File: config.mk
export PLATFORM = sky130hd
export DESIGN_NAME = alarm_clk_fsm_flat
export DESIGN_NICKNAME = d
export VERILOG_FILES = /design/src/rtl/alarm_clk_fsm_pkg.sv /design/src/rtl/alarm_clk_fsm_if.sv /design/src/rtl/alarm_clk_fsm_timer.sv /design/src/rtl/alarm_clk_fsm.sv /design/src/flat_wrapper.sv
export SDC_FILE = /design/constraint.sdc
export NUM_CORES = 1
export LEC_CHECK = 0
export CAP_MARGIN = 20
export CORE_ASPECT_RATIO = 1.1
export CORE_MARGIN = 2
export CORE_UTILIZATION = 48
export DETAILED_ROUTE_END_ITERATION = 10
export GPL_TIMING_DRIVEN = 0
export PLACE_DENSITY = 0.76
export SYNTH_ARGS = -nofsm -noshare
export SYNTH_HDL_FRONTEND = slang
export SYNTH_HIERARCHICAL = 1
export SYNTH_SLANG_ARGS = --single-unit
File: constraint.sdc
create_clock -name clk -period 2.88 [get_ports clk]
set_input_delay 0.576 -clock clk [delete_from_list [all_inputs] [get_ports clk]]
set_output_delay 0.576 -clock clk [all_outputs]
set_load 0.005 [all_outputs]
File: src/rtl/alarm_clk_fsm_pkg.sv
// Shared types and constants for the alarm clock control FSM.
// State encoding, default timing constants and a saturating counter helper.
package alarm_pkg;

    typedef enum logic [2:0] {
        SHOW_TIME        = 3'd0,
        KEY_ENTRY        = 3'd1,
        KEY_STORED       = 3'd2,
        SHOW_ALARM       = 3'd3,
        SET_ALARM_TIME   = 3'd4,
        SET_CURRENT_TIME = 3'd5,
        KEY_WAITED       = 3'd6
    } state_e;

    localparam int TIMEOUT_S_DEF  = 10;
    localparam int NUM_DIGITS_DEF = 4;

    function automatic logic [2:0] sat_inc(input logic [2:0] v,
                                           input logic [2:0] max);
        return (v >= max) ? max : v + 3'd1;
    endfunction

endpackage

File: src/rtl/alarm_clk_fsm_if.sv
// Bundle between the alarm clock controller and its surroundings.
// master: keypad/button/tick source; slave: the control FSM.
interface alarm_clk_fsm_if;

    logic       one_second;
    logic       key_valid;
    logic       alarm_button;
    logic       time_button;
    logic       load_new_a;
    logic       load_new_c;
    logic       show_a;
    logic       show_new_time;
    logic       shift;
    logic       clear_keys;
    logic [2:0] digit_count;

    modport master (
        output one_second, key_valid, alarm_button, time_button,
        input  load_new_a, load_new_c, show_a, show_new_time,
        input  shift, clear_keys, digit_count
    );

    modport slave (
        input  one_second, key_valid, alarm_button, time_button,
        output load_new_a, load_new_c, show_a, show_new_time,
        output shift, clear_keys, digit_count
    );

endinterface

File: src/rtl/alarm_clk_fsm_timer.sv
// Idle timer for key entry, counting one_second ticks.
// Ports: clk, reset (async low), clear, enable, one_second -> timeout.
module entry_timeout_timer #(
    parameter int TIMEOUT_S = 10
) (
    input  logic clk,
    input  logic reset,
    input  logic clear,
    input  logic enable,
    input  logic one_second,
    output logic timeout
);

    logic [3:0] timer_q;
    logic [3:0] timer_d;

    always_comb begin
        timer_d = timer_q;
        if (clear) begin
            timer_d = 4'd0;
        end else if (enable && one_second) begin
            timer_d = timer_q + 4'd1;
        end
    end

    always_ff @(posedge clk or negedge reset) begin
        if (!reset) begin
            timer_q <= 4'd0;
        end else begin
            timer_q <= timer_d;
        end
    end

    // Fires on the tick that completes TIMEOUT_S idle seconds.
    assign timeout = enable && one_second &&
                     (timer_q == 4'(TIMEOUT_S - 1));

endmodule

File: src/rtl/alarm_clk_fsm.sv
// Alarm clock main control FSM: key entry, display select, load pulses.
// Ports: clk, reset (async low), bus (slave modport of alarm_clk_fsm_if).
module alarm_clk_fsm
    import alarm_pkg::*;
#(
    parameter int TIMEOUT_S  = TIMEOUT_S_DEF,
    parameter int NUM_DIGITS = NUM_DIGITS_DEF
) (
    input logic            clk,
    input logic            reset,
    alarm_clk_fsm_if.slave bus
);

    localparam logic [2:0] MAX_DIG = 3'(NUM_DIGITS);

    state_e     state_q, state_d;
    logic [2:0] digit_count_q, digit_count_d;
    logic       in_entry;
    logic       timeout;

    assign in_entry = (state_q == KEY_ENTRY) || (state_q == KEY_WAITED);

    entry_timeout_timer #(
        .TIMEOUT_S (TIMEOUT_S)
    ) u_timer (
        .clk        (clk),
        .reset      (reset),
        .clear      (!in_entry),
        .enable     (in_entry),
        .one_second (bus.one_second),
        .timeout    (timeout)
    );

    always_comb begin
        state_d       = state_q;
        digit_count_d = digit_count_q;
        unique case (state_q)
            SHOW_TIME: begin
                digit_count_d = 3'd0;
                if (bus.alarm_button)   state_d = SHOW_ALARM;
                else if (bus.key_valid) state_d = KEY_STORED;
            end
            KEY_STORED: begin
                digit_count_d = sat_inc(digit_count_q, MAX_DIG);
                state_d       = KEY_WAITED;
            end
            KEY_WAITED: begin
                if (timeout)             state_d = SHOW_TIME;
                else if (!bus.key_valid) state_d = KEY_ENTRY;
            end
            KEY_ENTRY: begin
                // Keys only count until full; buttons only once full.
                if (timeout) begin
                    state_d = SHOW_TIME;
                end else if (digit_count_q < MAX_DIG) begin
                    if (bus.key_valid) state_d = KEY_STORED;
                end else if (bus.alarm_button) begin
                    state_d = SET_ALARM_TIME;
                end else if (bus.time_button) begin
                    state_d = SET_CURRENT_TIME;
                end
            end
            SHOW_ALARM: begin
                if (!bus.alarm_button) state_d = SHOW_TIME;
            end
            SET_ALARM_TIME,
            SET_CURRENT_TIME: state_d = SHOW_TIME;
            default:          state_d = SHOW_TIME;
        endcase
    end

    always_ff @(posedge clk or negedge reset) begin
        if (!reset) begin
            state_q       <= SHOW_TIME;
            digit_count_q <= 3'd0;
        end else begin
            state_q       <= state_d;
            digit_count_q <= digit_count_d;
        end
    end

    always_comb begin
        bus.load_new_a    = 1'b0;
        bus.load_new_c    = 1'b0;
        bus.show_a        = 1'b0;
        bus.show_new_time = 1'b0;
        bus.shift         = 1'b0;
        bus.clear_keys    = 1'b0;
        unique case (state_q)
            SHOW_TIME:        bus.clear_keys = 1'b1;
            KEY_STORED: begin
                bus.shift         = 1'b1;
                bus.show_new_time = 1'b1;
            end
            KEY_WAITED,
            KEY_ENTRY:        bus.show_new_time = 1'b1;
            SHOW_ALARM:       bus.show_a = 1'b1;
            SET_ALARM_TIME:   bus.load_new_a = 1'b1;
            SET_CURRENT_TIME: bus.load_new_c = 1'b1;
            default:          bus.clear_keys = 1'b1;
        endcase
    end

    assign bus.digit_count = digit_count_q;

endmodule

File: src/flat_wrapper.sv
// flat-port wrapper written by rule: the top's interface ports become plain ports
module alarm_clk_fsm_flat import alarm_pkg::*;
#(
    parameter int TIMEOUT_S  = TIMEOUT_S_DEF,
    parameter int NUM_DIGITS = NUM_DIGITS_DEF
)
  (clk, reset, bus_one_second, bus_key_valid, bus_alarm_button, bus_time_button, bus_load_new_a, bus_load_new_c, bus_show_a, bus_show_new_time, bus_shift, bus_clear_keys, bus_digit_count);
  alarm_clk_fsm_if bus_i ();
  input logic clk;
  input logic reset;
  input wire logic [$bits(bus_i.one_second)-1:0] bus_one_second;
  input wire logic [$bits(bus_i.key_valid)-1:0] bus_key_valid;
  input wire logic [$bits(bus_i.alarm_button)-1:0] bus_alarm_button;
  input wire logic [$bits(bus_i.time_button)-1:0] bus_time_button;
  output wire logic [$bits(bus_i.load_new_a)-1:0] bus_load_new_a;
  output wire logic [$bits(bus_i.load_new_c)-1:0] bus_load_new_c;
  output wire logic [$bits(bus_i.show_a)-1:0] bus_show_a;
  output wire logic [$bits(bus_i.show_new_time)-1:0] bus_show_new_time;
  output wire logic [$bits(bus_i.shift)-1:0] bus_shift;
  output wire logic [$bits(bus_i.clear_keys)-1:0] bus_clear_keys;
  output wire logic [$bits(bus_i.digit_count)-1:0] bus_digit_count;
  assign bus_i.one_second = bus_one_second;
  assign bus_i.key_valid = bus_key_valid;
  assign bus_i.alarm_button = bus_alarm_button;
  assign bus_i.time_button = bus_time_button;
  assign bus_load_new_a = bus_i.load_new_a;
  assign bus_load_new_c = bus_i.load_new_c;
  assign bus_show_a = bus_i.show_a;
  assign bus_show_new_time = bus_i.show_new_time;
  assign bus_shift = bus_i.shift;
  assign bus_clear_keys = bus_i.clear_keys;
  assign bus_digit_count = bus_i.digit_count;
  alarm_clk_fsm #(.TIMEOUT_S(TIMEOUT_S), .NUM_DIGITS(NUM_DIGITS)) u_core (.clk(clk), .reset(reset), .bus(bus_i));
endmodule
======== Word-level counts from Yosys, hierarchy flattened ========
Cells that the tools add are included.
word-level totals
  input bits .............................. 6
  output and inout bits ................... 9
  register bits ........................... 10
  word-level logic and storage cells ...... 46
cells by class
  reduce and logical (&&, ||, !) cells .... 8
  $lt $le $gt $ge ......................... 2
  mux-type cells .......................... 20
  eq/ne operators ......................... 11
  add/sub/neg operators ................... 2
operators with widths
  operator                                                               number
  3-bit two-way mux                                                      10
  3-bit one-hot mux with 5 select lines                                  1
  3-bit equality test, second input constant                             3
  4-bit two-way mux                                                      2
  3-bit by 2-bit equality test with 1-bit output, second input constant  2
  1-bit two-way mux                                                      6
  3-bit one-hot mux with 2 select lines                                  1
  6-bit OR reduction                                                     1
  5-bit by 4-bit != test with 1-bit output, second input constant        1
  4-bit by 1-bit adder with 4-bit output, second input constant          1
  4-bit equality test, second input constant                             1
  3-bit by 1-bit adder with 3-bit output, second input constant          1
  3-bit by 1-bit equality test with 1-bit output, second input constant  1
  3-bit greater-or-equal comparator, second input constant               1
  3-bit logical NOT                                                      1
  3-bit < comparator, second input constant                              1
  3-bit by 2-bit != test with 1-bit output, second input constant        1
  3-bit AND reduction                                                    1
  3-bit OR reduction                                                     1
  1-bit logical AND                                                      2
  2-bit by 1-bit != test with 1-bit output, second input constant        1
  2-bit != test, second input constant                                   1
  2-bit nonzero test                                                     1
  1-bit logical OR                                                       1

======== Logic depth before layout (Yosys ltp) ========
  word-level depth ........................ 6
  depth in mapped cells ................... 9

======== Modules after synthesis ========
The synthesis kept the hierarchy.
by module, submodules not included
  module               cells each  area each (sq um)  instances
  alarm_clk_fsm        58          483.0              1
  entry_timeout_timer  21          209.0              1

======== Least setup slack after synthesis ========
OpenSTA, ideal clock, no wires.
  kind .................................... flip-flop to flip-flop
  start ................................... register u_core.state_q[0]
  end ..................................... register u_core.state_q[2]
  arrival time ............................ 2073 ps
  path slack .............................. 686 ps
  cell stages (with the launch flop) ...... 10
  period minus slack after synthesis ...... 2194 ps
  setup time .............................. 121 ps
  path through ............................ dfrtp_1 buf_4 nor3b_1 a21oi_1 inv_1 nand2_2 nor3_1 or4b_1 o21a_1 o22a_1
between the ends
  cells in the longest elaborated chain, start to end .. 6
  elaborated cells between the ends (all ways) .. 15
RTL lines
  element                                                                                        line                       RTL
  start, declared                                                                                alarm_clk_fsm.sv:16        state_e state_q, state_d;
  start signal, assigned                                                                         alarm_clk_fsm.sv:77        state_q <= state_d;
  3-bit by 1-bit equality test with 1-bit output / 3-bit equality test (equally long branches)   alarm_clk_fsm.sv:21        assign in_entry = (state_q == KEY_ENTRY) || (state_q == KEY_WAITED);
  1-bit logical OR (*)                                                                           alarm_clk_fsm.sv:21
  net u_core.in_entry                                                                            alarm_clk_fsm.sv:18        logic in_entry;
  1-bit logical AND (*) (2 in series)                                                            alarm_clk_fsm_timer.sv:35  assign timeout = enable && one_second &&
  net u_core.timeout                                                                             alarm_clk_fsm.sv:19        logic timeout;
  5-bit by 4-bit != test with 1-bit output (no line), or another cell as far along               n/a
  3-bit AND reduction (no line) / 3-bit one-hot mux with 5 select lines (equally long branches)  n/a
Mark *: on every way through the listed nets, which the timed path passes. The rest lies on a longest branch.
A chain may end at the register's enable or synchronous reset.

======== Worst setup path after layout ========
  start ................................... register u_core.state_q[2]
  end ..................................... output bus_load_new_a
between the ends
  cells in the longest elaborated chain, start to end .. 2
RTL lines
  element              line                 RTL
  3-bit equality test  alarm_clk_fsm.sv:89  unique case (state_q)
  1-bit two-way mux    alarm_clk_fsm.sv:89
  end, declared        flat_wrapper.sv:15   output wire logic [$bits(bus_i.load_new_a)-1:0] bus_load_new_a;
Every way passes these cells.

==> reports/metrics.cfg <==
[cts]
ctsHoldBuffers = 0
cts-root-buf = clkbuf_4
numClockSinks = 10
cts_buffers = 3
cts_buffer_depth = 2
h-tree-depth = 1
clock_latency_ns = 0.27
path_clk_slew_ns = 0.07
cts_tree = built
post_cts_buffers = 0
cts-resized-gates = 0

[timing]
layout_min_cycle_time_ns = 2.48
worst_slew_pin_slew_ns = 0.481
slew_headroom = 0.677
final_hold_viol_count = 0
slew_violations = 0
finalSetupViolCount = 0
clock_skew_ns = 0.000556
fmax_mhz = 403
rsz0062_at_grt = no
fin_crit_sh = 0.861
fin_tns_setup_ns = 0

[synth]
avgSynthCellArea_um2 = 8.76
yosysTopAreaCell = dfrtp_1
ys_ff_latch = 10
ys_types = 37
synthCells = 79
syn_area_um2 = 692
yosysTopAreaCellShare = 0.362
ys_warn_count = 6
synth-seq-area-share = 0.362
synthTopCellsByArea = dfrtp_1 (36%), ha_1 (7.2%), a21oi_1 (4.3%)
syn-num-nets = 89

[drt]
wl_um = 1480
drc = 0
via_count = 632
first_pass_iters = 4
vias_per_cell = 5.59
ant_nets = 0
routedWlPerCell_um = 13.1
drtIter0Drc = 10

[critical_path]
crit_path_end_kind = primary output
cp.arrival_ns = 1.90
worstPathRequired_ns = 2.30
r2r_end = u_core/state_q[2]
cp-start-kind = flip-flop
crit_type = flip-flop to primary output
critPathMaxFanout = 10
r2r_setup_slack_ns = 0.43
timing.rr.start = u_core/state_q[0]
r2r_cells = 9

[floorplanning]
start_util = 0.506
die_h_um = 43.8
num_rows = 14
ios = 15
die_area_um2 = 1760
die_w_um = 40.2
core-area_um2 = 1370

[finish]
antenna_cells = 0
area_growth_pct = 28.4
layout-drive-gt1-share = 0.0825
final_cells = 113
multiInputGateArea_um2 = 404
nNetsFinal = 108
regArea_um2 = 250
fill_cells = 116

[hold_path]
hold_depth = 2
holdCritStartpoint = u_core/u_timer/timer_q[3]
hold_end = u_core/u_timer/timer_q[3]
hold_path.class = flip-flop to flip-flop

[power]
power_density_nw_per_um2 = 919
p_leak_uw = 0.000384
peakVddDrop_uv = 584

[placed_design]
dp_hpwl_um = 1090
io_buffers = 14
place_congestion = 0.770
place_inst = 109

[global_routing]
antenna_found_initial = 0
globalRouteOverflowTotal = 0
grt.total_usage = 0.201
grt_pass1_wl_um = 2450
grt_pass1_vias = 579
grt_max_degree = 11

[outcome]
outcome = finished, final reports clean

[flow_run]
cap_violations = 0

## layer usage
metal  up-vias  share of wire  GRT usage  routed length (µm)
met5         -              0          0                   0
met4         0          0.021      0.100                  31
met2        10           0.46      0.297                 674
li1        319              -          -                   -
met1       299           0.49      0.282                 727
met3         4          0.029     0.0308                  43
## cell type report
class	count	share of cell area
Timing Repair Buffer	14	0.158
Tap cell	16	0.0225
Clock buffer	4	0.0408
Inverter	6	0.0254
Multi-Input combinational cell	60	0.455
Sequential cell	10	0.282
Buffer	3	0.0169
## report_power, final
group          internal (µW)  total, µW  switching, µW
Clock                   76.8        128           51.1
Sequential               181        230           48.4
Combinational            237        459            222
Total                    495        817            321
## per-stage QoR
stage	setup WS [ns]	power [µW]	area (µm²)	hold slack, ns	util
final	0.401	817	888	0.573	0.650
after global routing	0.238	879	888	0.594	0.650
after CTS	0.412	818	888	0.574	0.650
after detailed placement	0.456	688	852	0.563	0.624
after global placement	0.470	675	852	0.538	0.624
after floorplan	0.686	509	692	0.280	-
## critical path, cell delays in order, from the launching register on
cell and delay, ns:
dfrtp_1 0.38, clkbuf_1 0.36, inv_1 0.18, nor3_1 0.20, clkdlybuf4s50_1 0.52
## cells in the mapped netlist
master     count
a31oi_1        1
a211oi_1       1
o21bai_1       1
nor3_1         2
or3_1          1
nand4bb_1      1
o21ai_0        3
nand2b_1       2
or2_2          1
or2b_1         1
a221oi_1       1
nor2b_1        1
a21oi_1        6
mux2i_1        1
xor2_1         2
o31ai_1        1
o22a_1         1
o21a_1         1
a311oi_1       1
nor3b_1        2
inv_1          6
and4b_1        1
nor2_1         8
buf_4          1
and2_1         1
a22o_1         2
nand2_2        1
clkbuf_1       2
ha_1           4
nor4b_1        1
and3_1         1
or4b_1         1
mux2_2         1
dfrtp_1       10
nand2_1        4
a21o_1         1
nand3_1        3
## worst max path at each step
stage / startpoint / endpoint / slack (ns) / cells after the start
after floorplan: u_core/state_q[0] / u_core/state_q[2] / 0.69 / 9
after global placement: u_core/state_q[0] / u_core/state_q[2] / 0.47 / 9
after detailed placement: u_core/state_q[0] / u_core/state_q[2] / 0.46 / 9
after CTS: u_core/state_q[2] / bus_load_new_a / 0.41 / 4
after global routing: u_core/state_q[0] / u_core/state_q[2] / 0.24 / 9
final: u_core/state_q[2] / bus_load_new_a / 0.40 / 4
## logic make-up after synthesis
kind of cell    Yosys count  synth area share
simple gates             32             0.264
compound gates           20             0.192
flops                    10             0.362
buf+inv                   9            0.0543
fa+ha+maj                 4            0.0723
xor+xnor                  2            0.0253
mux                       2            0.0307
## sequential cells by signal, summed over array words and instances, names as in the netlist
| signal | cells |
|---|---|
| u_core/bus.digit_count | 3 |
| u_core/state_q | 3 |
| u_core/u_timer/timer_q | 4 |
## cell usage in the layout, fill, tap and decap left out, types with 2 or more instances in the layout
| cell type | count |
|---|---|
| dfrtp_1 | 10 |
| xor2_1 | 2 |
| a21oi_1 | 6 |
| nand3_1 | 3 |
| ha_1 | 4 |
| clkbuf_4 | 3 |
| o21ai_0 | 3 |
| a22o_1 | 2 |
| nor3b_1 | 2 |
| nor3_1 | 2 |
| nand2b_1 | 2 |
| clkbuf_1 | 2 |
| nand2_1 | 4 |
| clkdlybuf4s50_1 | 14 |
| inv_1 | 6 |
| nor2_1 | 8 |
No activity file was read; power rests on OpenSTA's default activity.
